### config.mk
export PLATFORM = sky130hd
export DESIGN_NAME = comp_seq
export DESIGN_NICKNAME = d
export VERILOG_FILES = /design/src/rtl/comp_seq.sv
export SDC_FILE = /design/constraint.sdc
export NUM_CORES = 1
export LEC_CHECK = 0
export ABC_AREA = 1
export CORE_ASPECT_RATIO = 1.5
export CORE_MARGIN = 2
export CORE_UTILIZATION = 51
export CTS_CLUSTER_DIAMETER = 200
export DETAILED_ROUTE_END_ITERATION = 8
export PLACE_DENSITY_LB_ADDON = 0.25
export SYNTH_ARGS = -nofsm -noshare
export SYNTH_HDL_FRONTEND = slang
export SYNTH_SLANG_ARGS = --single-unit
### constraint.sdc
create_clock -name clk -period 1.85 [get_ports clk]
set_clock_uncertainty 0.15 [all_clocks]
set_input_delay 0.4625 -clock clk [delete_from_list [all_inputs] [get_ports clk]]
set_output_delay 0.4625 -clock clk [all_outputs]
set_load 0.01 [all_outputs]
### src/rtl/comp_seq.sv
// Sequential unsigned magnitude comparator: walks the operands one nibble per
// clock from the most significant end and stops at the first difference.

module comp_seq_nib (
  input  logic [3:0] a,
  input  logic [3:0] b,
  output logic       gt,
  output logic       lt,
  output logic       eq
);

  // Bit-serial ripple from the MSB: the first differing bit decides.
  logic [4:0] g_chain;
  logic [4:0] l_chain;

  always_comb begin
    g_chain = '0;
    l_chain = '0;
    for (int i = 3; i >= 0; i--) begin
      g_chain[i] = g_chain[i+1] | (~l_chain[i+1] & a[i] & ~b[i]);
      l_chain[i] = l_chain[i+1] | (~g_chain[i+1] & ~a[i] & b[i]);
    end
  end

  assign gt = g_chain[0];
  assign lt = l_chain[0];
  assign eq = ~(g_chain[0] | l_chain[0]);

endmodule

module comp_seq #(
  parameter int WIDTH = 16
) (
  input  logic             clk,
  input  logic             rst,
  input  logic             start,
  input  logic [WIDTH-1:0] A,
  input  logic [WIDTH-1:0] B,
  output logic             busy,
  output logic             done,
  output logic             A_gt_B,
  output logic             A_lt_B,
  output logic             A_eq_B
);

  localparam int NIB = WIDTH / 4;
  localparam int IW  = (NIB > 1) ? $clog2(NIB) : 1;
  localparam logic [IW-1:0] IDX_TOP = IW'(NIB - 1);

  typedef enum logic [1:0] {
    IDLE = 2'd0,
    CMP  = 2'd1,
    DONE = 2'd2
  } state_t;

  state_t          state, state_nx;
  logic [WIDTH-1:0] a_q, a_nx;
  logic [WIDTH-1:0] b_q, b_nx;
  logic [IW-1:0]    idx, idx_nx;
  logic             busy_nx, done_nx;
  logic             gt_nx, lt_nx, eq_nx;

  logic nib_gt, nib_lt, nib_eq;

  // Captured operands shift left on each equal nibble, so the nibble under
  // test is always the top one; idx only tracks how many remain.
  comp_seq_nib u_nib (
    .a  (a_q[WIDTH-1 -: 4]),
    .b  (b_q[WIDTH-1 -: 4]),
    .gt (nib_gt),
    .lt (nib_lt),
    .eq (nib_eq)
  );

  always_ff @(posedge clk) begin
    if (rst) begin
      state  <= IDLE;
      a_q    <= '0;
      b_q    <= '0;
      idx    <= '0;
      busy   <= 1'b0;
      done   <= 1'b0;
      A_gt_B <= 1'b0;
      A_lt_B <= 1'b0;
      A_eq_B <= 1'b0;
    end else begin
      state  <= state_nx;
      a_q    <= a_nx;
      b_q    <= b_nx;
      idx    <= idx_nx;
      busy   <= busy_nx;
      done   <= done_nx;
      A_gt_B <= gt_nx;
      A_lt_B <= lt_nx;
      A_eq_B <= eq_nx;
    end
  end

  always_comb begin
    state_nx = state;
    a_nx     = a_q;
    b_nx     = b_q;
    idx_nx   = idx;
    busy_nx  = 1'b0;
    done_nx  = 1'b0;
    gt_nx    = A_gt_B;
    lt_nx    = A_lt_B;
    eq_nx    = A_eq_B;

    unique case (state)
      IDLE, DONE: begin
        if (start) begin
          a_nx     = A;
          b_nx     = B;
          idx_nx   = IDX_TOP;
          gt_nx    = 1'b0;
          lt_nx    = 1'b0;
          eq_nx    = 1'b0;
          busy_nx  = 1'b1;
          state_nx = CMP;
        end else begin
          state_nx = IDLE;
        end
      end

      CMP: begin
        if (nib_gt) begin
          gt_nx    = 1'b1;
          done_nx  = 1'b1;
          state_nx = DONE;
        end else if (nib_lt) begin
          lt_nx    = 1'b1;
          done_nx  = 1'b1;
          state_nx = DONE;
        end else if (nib_eq && (idx == '0)) begin
          eq_nx    = 1'b1;
          done_nx  = 1'b1;
          state_nx = DONE;
        end else begin
          a_nx     = a_q << 4;
          b_nx     = b_q << 4;
          idx_nx   = idx - 1'b1;
          busy_nx  = 1'b1;
        end
      end

      default: begin
        state_nx = IDLE;
      end
    endcase
  end

endmodule

# --- Yosys cells after proc, flatten, opt, wreduce, memory -nomap -nowiden ---
# Index checks and enable logic that the tools add are counted.
word_totals:
  word_cells: 105
  in_bits: 35
  out_inout_bits: 5
  reg_bits: 41
classes:
  n_mux: 38
  n_eq_ne: 10
  addsub: 1
  n_reduce_logical: 10
  bitwise_logic: 37
op_table:
  columns: ["op", "n"]
  rows:
  - ["2-to-1 mux 16 bit", 8]
  - ["one-hot mux 16 bit (2 select lines)", 2]
  - ["NOT 1 bit", 16]
  - ["2-to-1 mux 1 bit", 15]
  - ["AND 1 bit", 14]
  - ["2-to-1 mux 2 bit", 7]
  - ["inequality test 2 bit (second input constant)", 7]
  - ["AND reduction 5 bit", 2]
  - ["one-hot mux 1 bit (2 select lines)", 4]
  - ["one-hot mux 2 bit (2 select lines)", 2]
  - ["OR 1 bit", 7]
  - ["zero test 2 bit", 2]
  - ["inequality test 4 bit (second input constant)", 1]
  - ["AND reduction 4 bit", 1]
  - ["OR reduction 2 bit", 2]
  - ["AND reduction 3 bit", 1]
  - ["equality test 2 x 1 -> 1 bit (second input constant)", 1]
  - ["equality test 2 bit (second input constant)", 1]
  - ["nonzero test 2 bit", 1]
  - ["subtractor 2 x 1 -> 2 bit (second input constant)", 1]
  - ["logical AND 1 bit", 1]

# --- Longest topological paths before layout ---
# Gate-level depths: netlist of the first run.
depth:
  ltp_word: 21
  mapped_depth: 14
  ltp_nobuf: 13

# --- Hierarchy ---
# From an unflattened synthesis of the first run, not the netlist that was laid out.
unflattened:
  cells_unflattened: 361
  hier_area_um2: 2215.9
by_module_without_submodules:
  columns: ["module", "area_per_inst_um2", "seq_area_each_um2", "n_inst", "cells_per_inst"]
  rows:
  - ["comp_seq", 2092.0, 820.8, 1, 330]
  - ["comp_seq_nib", 123.9, 0.0, 1, 31]

# --- Worst setup path before layout of the first run ---
# Ideal clock, no wire load.
synth_path:
  path_kind: "reg-to-reg"
  startpoint: "register b_q[14]"
  endpoint: "register a_q[10]"
  synth_period_minus_slack_ps: 1561
  path_buffers: 1
  required_ps: 1587
  arrival_ps: 1298
  path_slack_ps: 289
  setup_time_ps: 113
  stages_incl_launch_ff: 13
  cell_sequence: "dfxtp_1 inv_2 nor2_1 nand2_1 nand3_1 nand2_1 inv_2 nand2_2 o21ai_4 nand2_4 buf_2 nor2_1 nor2_1"
synth_via:
  elab_chain_len: 16
  word_cells_on_any_way: 28
  cone_classes: "eq/ne (3); bitwise (23); reduce/logical (2)"
synth_rtl:
  columns: ["element", "line_no", "text"]
  rows:
  - ["start: declaration", "58", "logic [WIDTH-1:0] b_q, b_nx;"]
  - ["start signal: assignment", "89", "b_q <= b_nx;"]
  - ["NOT 1 bit", "20", "g_chain[i] = g_chain[i+1] | (~l_chain[i+1] & a[i] & ~b[i]);"]
  - ["AND 1 bit", "20", null]
  - ["OR 1 bit", "20", null]
  - ["NOT 1 bit", "21", "l_chain[i] = l_chain[i+1] | (~g_chain[i+1] & ~a[i] & b[i]);"]
  - ["AND 1 bit (2 in series)", "21", null]
  - ["OR 1 bit", "21", null]
  - ["NOT 1 bit", "20", null]
  - ["AND 1 bit (2 in series)", "20", null]
  - ["OR 1 bit", "20", null]
  - ["OR 1 bit", "27", "assign eq = ~(g_chain[0] | l_chain[0]);"]
  - ["NOT 1 bit", "27", null]
  - ["logical AND 1 bit", "135", "end else if (nib_eq && (idx == '0)) begin"]
  - ["inequality test 2 bit (no line)", null, null]
  - ["AND reduction 5 bit (no line) *", null, null]
  - ["end signal: assignment", "88", "a_q <= a_nx;"]
  - ["end: declaration", "57", "logic [WIDTH-1:0] a_q, a_nx;"]
# Mark *: on every way between the ends. The rest lies on a longest branch, timed or not.
# A chain may end at the register's enable or synchronous reset.

# --- Worst setup path in the final report of the first run ---
layout_path:
  startpoint: "register A_gt_B"
  endpoint: "output A_gt_B"
layout_lines:
  columns: ["element", "line_no", "text"]
  rows:
  - ["start: declaration", "41", "output logic A_gt_B,"]
  - ["start signal: assignment", "93", "A_gt_B <= gt_nx;"]
# No word-level cell between the ends.

==> summary.txt, run 1 <==
Worst setup path
  – Startpoint types: flip-flop
  – Worst path slowest cell: clkdlybuf4s50_1
  – Crit path largest cell delay: 0.55 ns
  – Critical path buffers and inverters: 1
  – Worst Path Required: between 1 and 1.5 ns
  – Reg-to-reg startpoint: b_q[15]
  – Critical Path Fanout Max: 2
  – Setup CP Type: reg2out
  – CP endpoint kind: output port
  – Top delay family on crit path: buffers and inverters
  – Critical Path AT: 1.18 ns
  – Worst setup path startpoint: A_gt_B
  – Worst path cell trace: clkdlybuf4s50_1
  – Setup slack, reg-to-reg: roughly 0.058 ns

STA
  – Worst slew margin: 68.4%
  – Hold Fails Final Rpt: 0
  – Worst slew pin tran: 0.474 ns
  – Minimum clock period: 1.79 ns
  – Final Setup Violations: 0
  – WHS: between 0.3 and 0.4 ns
  – Fin worst setup slack: roughly 0.058 ns
  – Crit share post-route: 96.9%
  – Fmax: 558 MHz
  – Fin. max-slew vios: 0

Finish
  – Non-Filler Instances: a little over 400
  – Ant diodes: 0
  – Layout area overhead: 34.7%
  – Final Cell Area: 2700 um^2
  – Most frequent cells in the layout: 103 x nand2_1, 62 x nor2_1, 39 x clkdlybuf4s50_1
  – Share of cells above drive strength 1: 14.7%
  – # nets final: a little over 400
  – Most common cell after layout, fill and taps aside: nand2_1

Placed design
  – GPL Wtd Cong: 0.815
  – Area after DPL: 2460 um^2
  – Port Buf Inserts: 39
  – DP Cell Count: 397
  – DP HPWL: 2.95 mm
  – Pre-CTS setup slack: -0.0121 ns

CTS
  – Reg clk slew, reported paths: 0.07 ns
  – CTS Hold Bufs: 0
  – Sink Count: 41
  – Worst-Skew Late Latency: 0.29 ns
  – CTS buffer count: 5
  – TritonCTS clock tree: done
  – Root buf cell: clkbuf_8
  – H-tree level count: 2
  – CTS Buffer Depth: 2

Synthesis
  – Post-Syn Nets: around 360
  – Post-Syn Area per Cell: 6.28 um^2
  – Synth warnings: 0
  – Yosys cell types: 20
  – Mapped Area: ~2000 um^2
  – Synth Instances: 319
  – Register area share after synthesis: 40.9%
  – Post-synthesis register bit count: between 40 and 50

Floorplan
  – DIE AREA: 4460 um^2
  – DIE WIDTH: 55.2 um
  – # rows: 27
  – Area of the core: 3720 um^2
  – Chip height: 80.8 um
  – Initial Util: 53.9%
  – # IOs: 40

Hold path
  – Hold Crit Class: reg2reg
  – Hold_sp: A_eq_B

Power
  – Reg power frac: about 33%
  – Sw Ratio: between 30% and 40%
  – LEAKAGE: 1.32 nW
  – NetSw: 1.38 mW
  – Maximum VDD drop: roughly 0.00083 V
  – Clock share of power: between 20% and 30%
  – Comb pwr share: between 40% and 50%
  – Pwr Density: 1360 nW/um^2
  – Tot Pwr: ~3.7 mW
  – Internal cell power: around 2.3 mW

Drt
  – Drt via density: 4.68
  – Drt wl/cell: 10.7 um
  – Vias post-DR: 1922
  – WL final: around 4.4 mm
  – DRC Markers: 0
  – Routed Antenna Nets: 0
  – Number of iterations in the first detailed-routing pass: 4
  – DR iter-0 viols: 34

Global route
  – Congestion Overflow GR: 0
  – Largest net degree at the start of global routing: 29
  – GRT Overall Usage: 21.8%
  – First-pass GRT wire length: 7.13 mm
  – Initial antenna violation count: 0
  – Vias in the first global route: 1732

Outcome
  – Status: finished, final reports clean

Job
  – Max-Cap Viols: 0
-- cell families after synthesis --
family                   share of synthesized area (%)
buffers and inverters                             11.1
adder cells (fa/ha/maj)                          0.624
flip-flops                                        40.9
AO/OA/AOI/OAI                                     7.93
AND/OR/NAND/NOR                                   39.4
-- layout make-up --
type                            instances  area, um^2
Clock buffer                            7        86.3
Fill cell                             326        1020
Inverter                               38         145
Timing Repair Buffer                   55         549
Multi-Input combinational cell        226        1010
Sequential cell                        41         826
Tap cell                               43        53.8
Clock inverter                          1        30.0
-- flip-flops by register name (all words and copies together) (netlist names) --
register and count:
busy 1, idx 2, A_eq_B 1, done 1, A_gt_B 1, a_q 16
A_lt_B 1, state 2, b_q 16
-- power by group through the flow --
stage          Combinational, mW  Clock, mW  Sequential (mW)
2_1_floorplan               1.07          0             1.21
3_3_place_gp                1.41          0             1.21
3_5_place_dp                1.44          0             1.22
4_1_cts                     1.45      0.756             1.20
5_1_grt                     1.95      0.793             1.24
6_report                    1.71      0.736             1.22
-- per-stage QoR --
step                      setup TNS, ns  utilization (%)
after floorplan                       0                -
after global placement                0             66.1
after detailed placement        -0.0138             66.1
after CTS                             0             69.2
after global routing             -0.749             72.7
final                                 0             72.7
-- synthesized netlist by cell type --
cell,n,area [um^2]
nand3_1,14,70.1
a22oi_1,1,7.51
o21ai_4,1,16.3
dfxtp_1,41,821
buf_6,3,33.8
inv_2,5,18.8
nand3b_1,1,7.51
nand2_4,1,11.3
nand3_2,2,20.0
clkbuf_1,6,22.5
nand2_1,110,413
inv_1,33,124
buf_2,4,20.0
a21oi_1,11,55.1
nor2_1,63,236
nor2_2,1,6.26
o21ai_0,16,80.1
nand2_2,4,25.0
ha_1,1,12.5
buf_1,1,3.75
-- path summary, 6_finish.rpt --
check / to / cells past startpoint
max: A_gt_B / 1
min: A_eq_B / 2
max reg2reg: b_q[14] / 14
min reg2reg: A_eq_B / 2
-- metal layers --
metal	share of wire, %	vias to the layer above	global-route usage (%)
li1	-	1052	-
met1	44	824	24.3
met2	50	37	37.6
met3	3.7	9	5.70
met4	2.6	0	9.27
met5	0	-	0
-- what timing repair did --
item / CTS / global route
endpoints found under the setup margin: 0 / 36
setup buffers: 0 / 4
resized for setup: 0 / 24
Power figures use the tool's default switching activity.
==> run 2: changes to the inputs <==
Settings changed: ABC_CLOCK_PERIOD_IN_PS set to 1850, CTS_CLUSTER_DIAMETER 200 to 30.
==> results of run 2 <==
Final layout, timing and power as in run 1 (identical DEF).
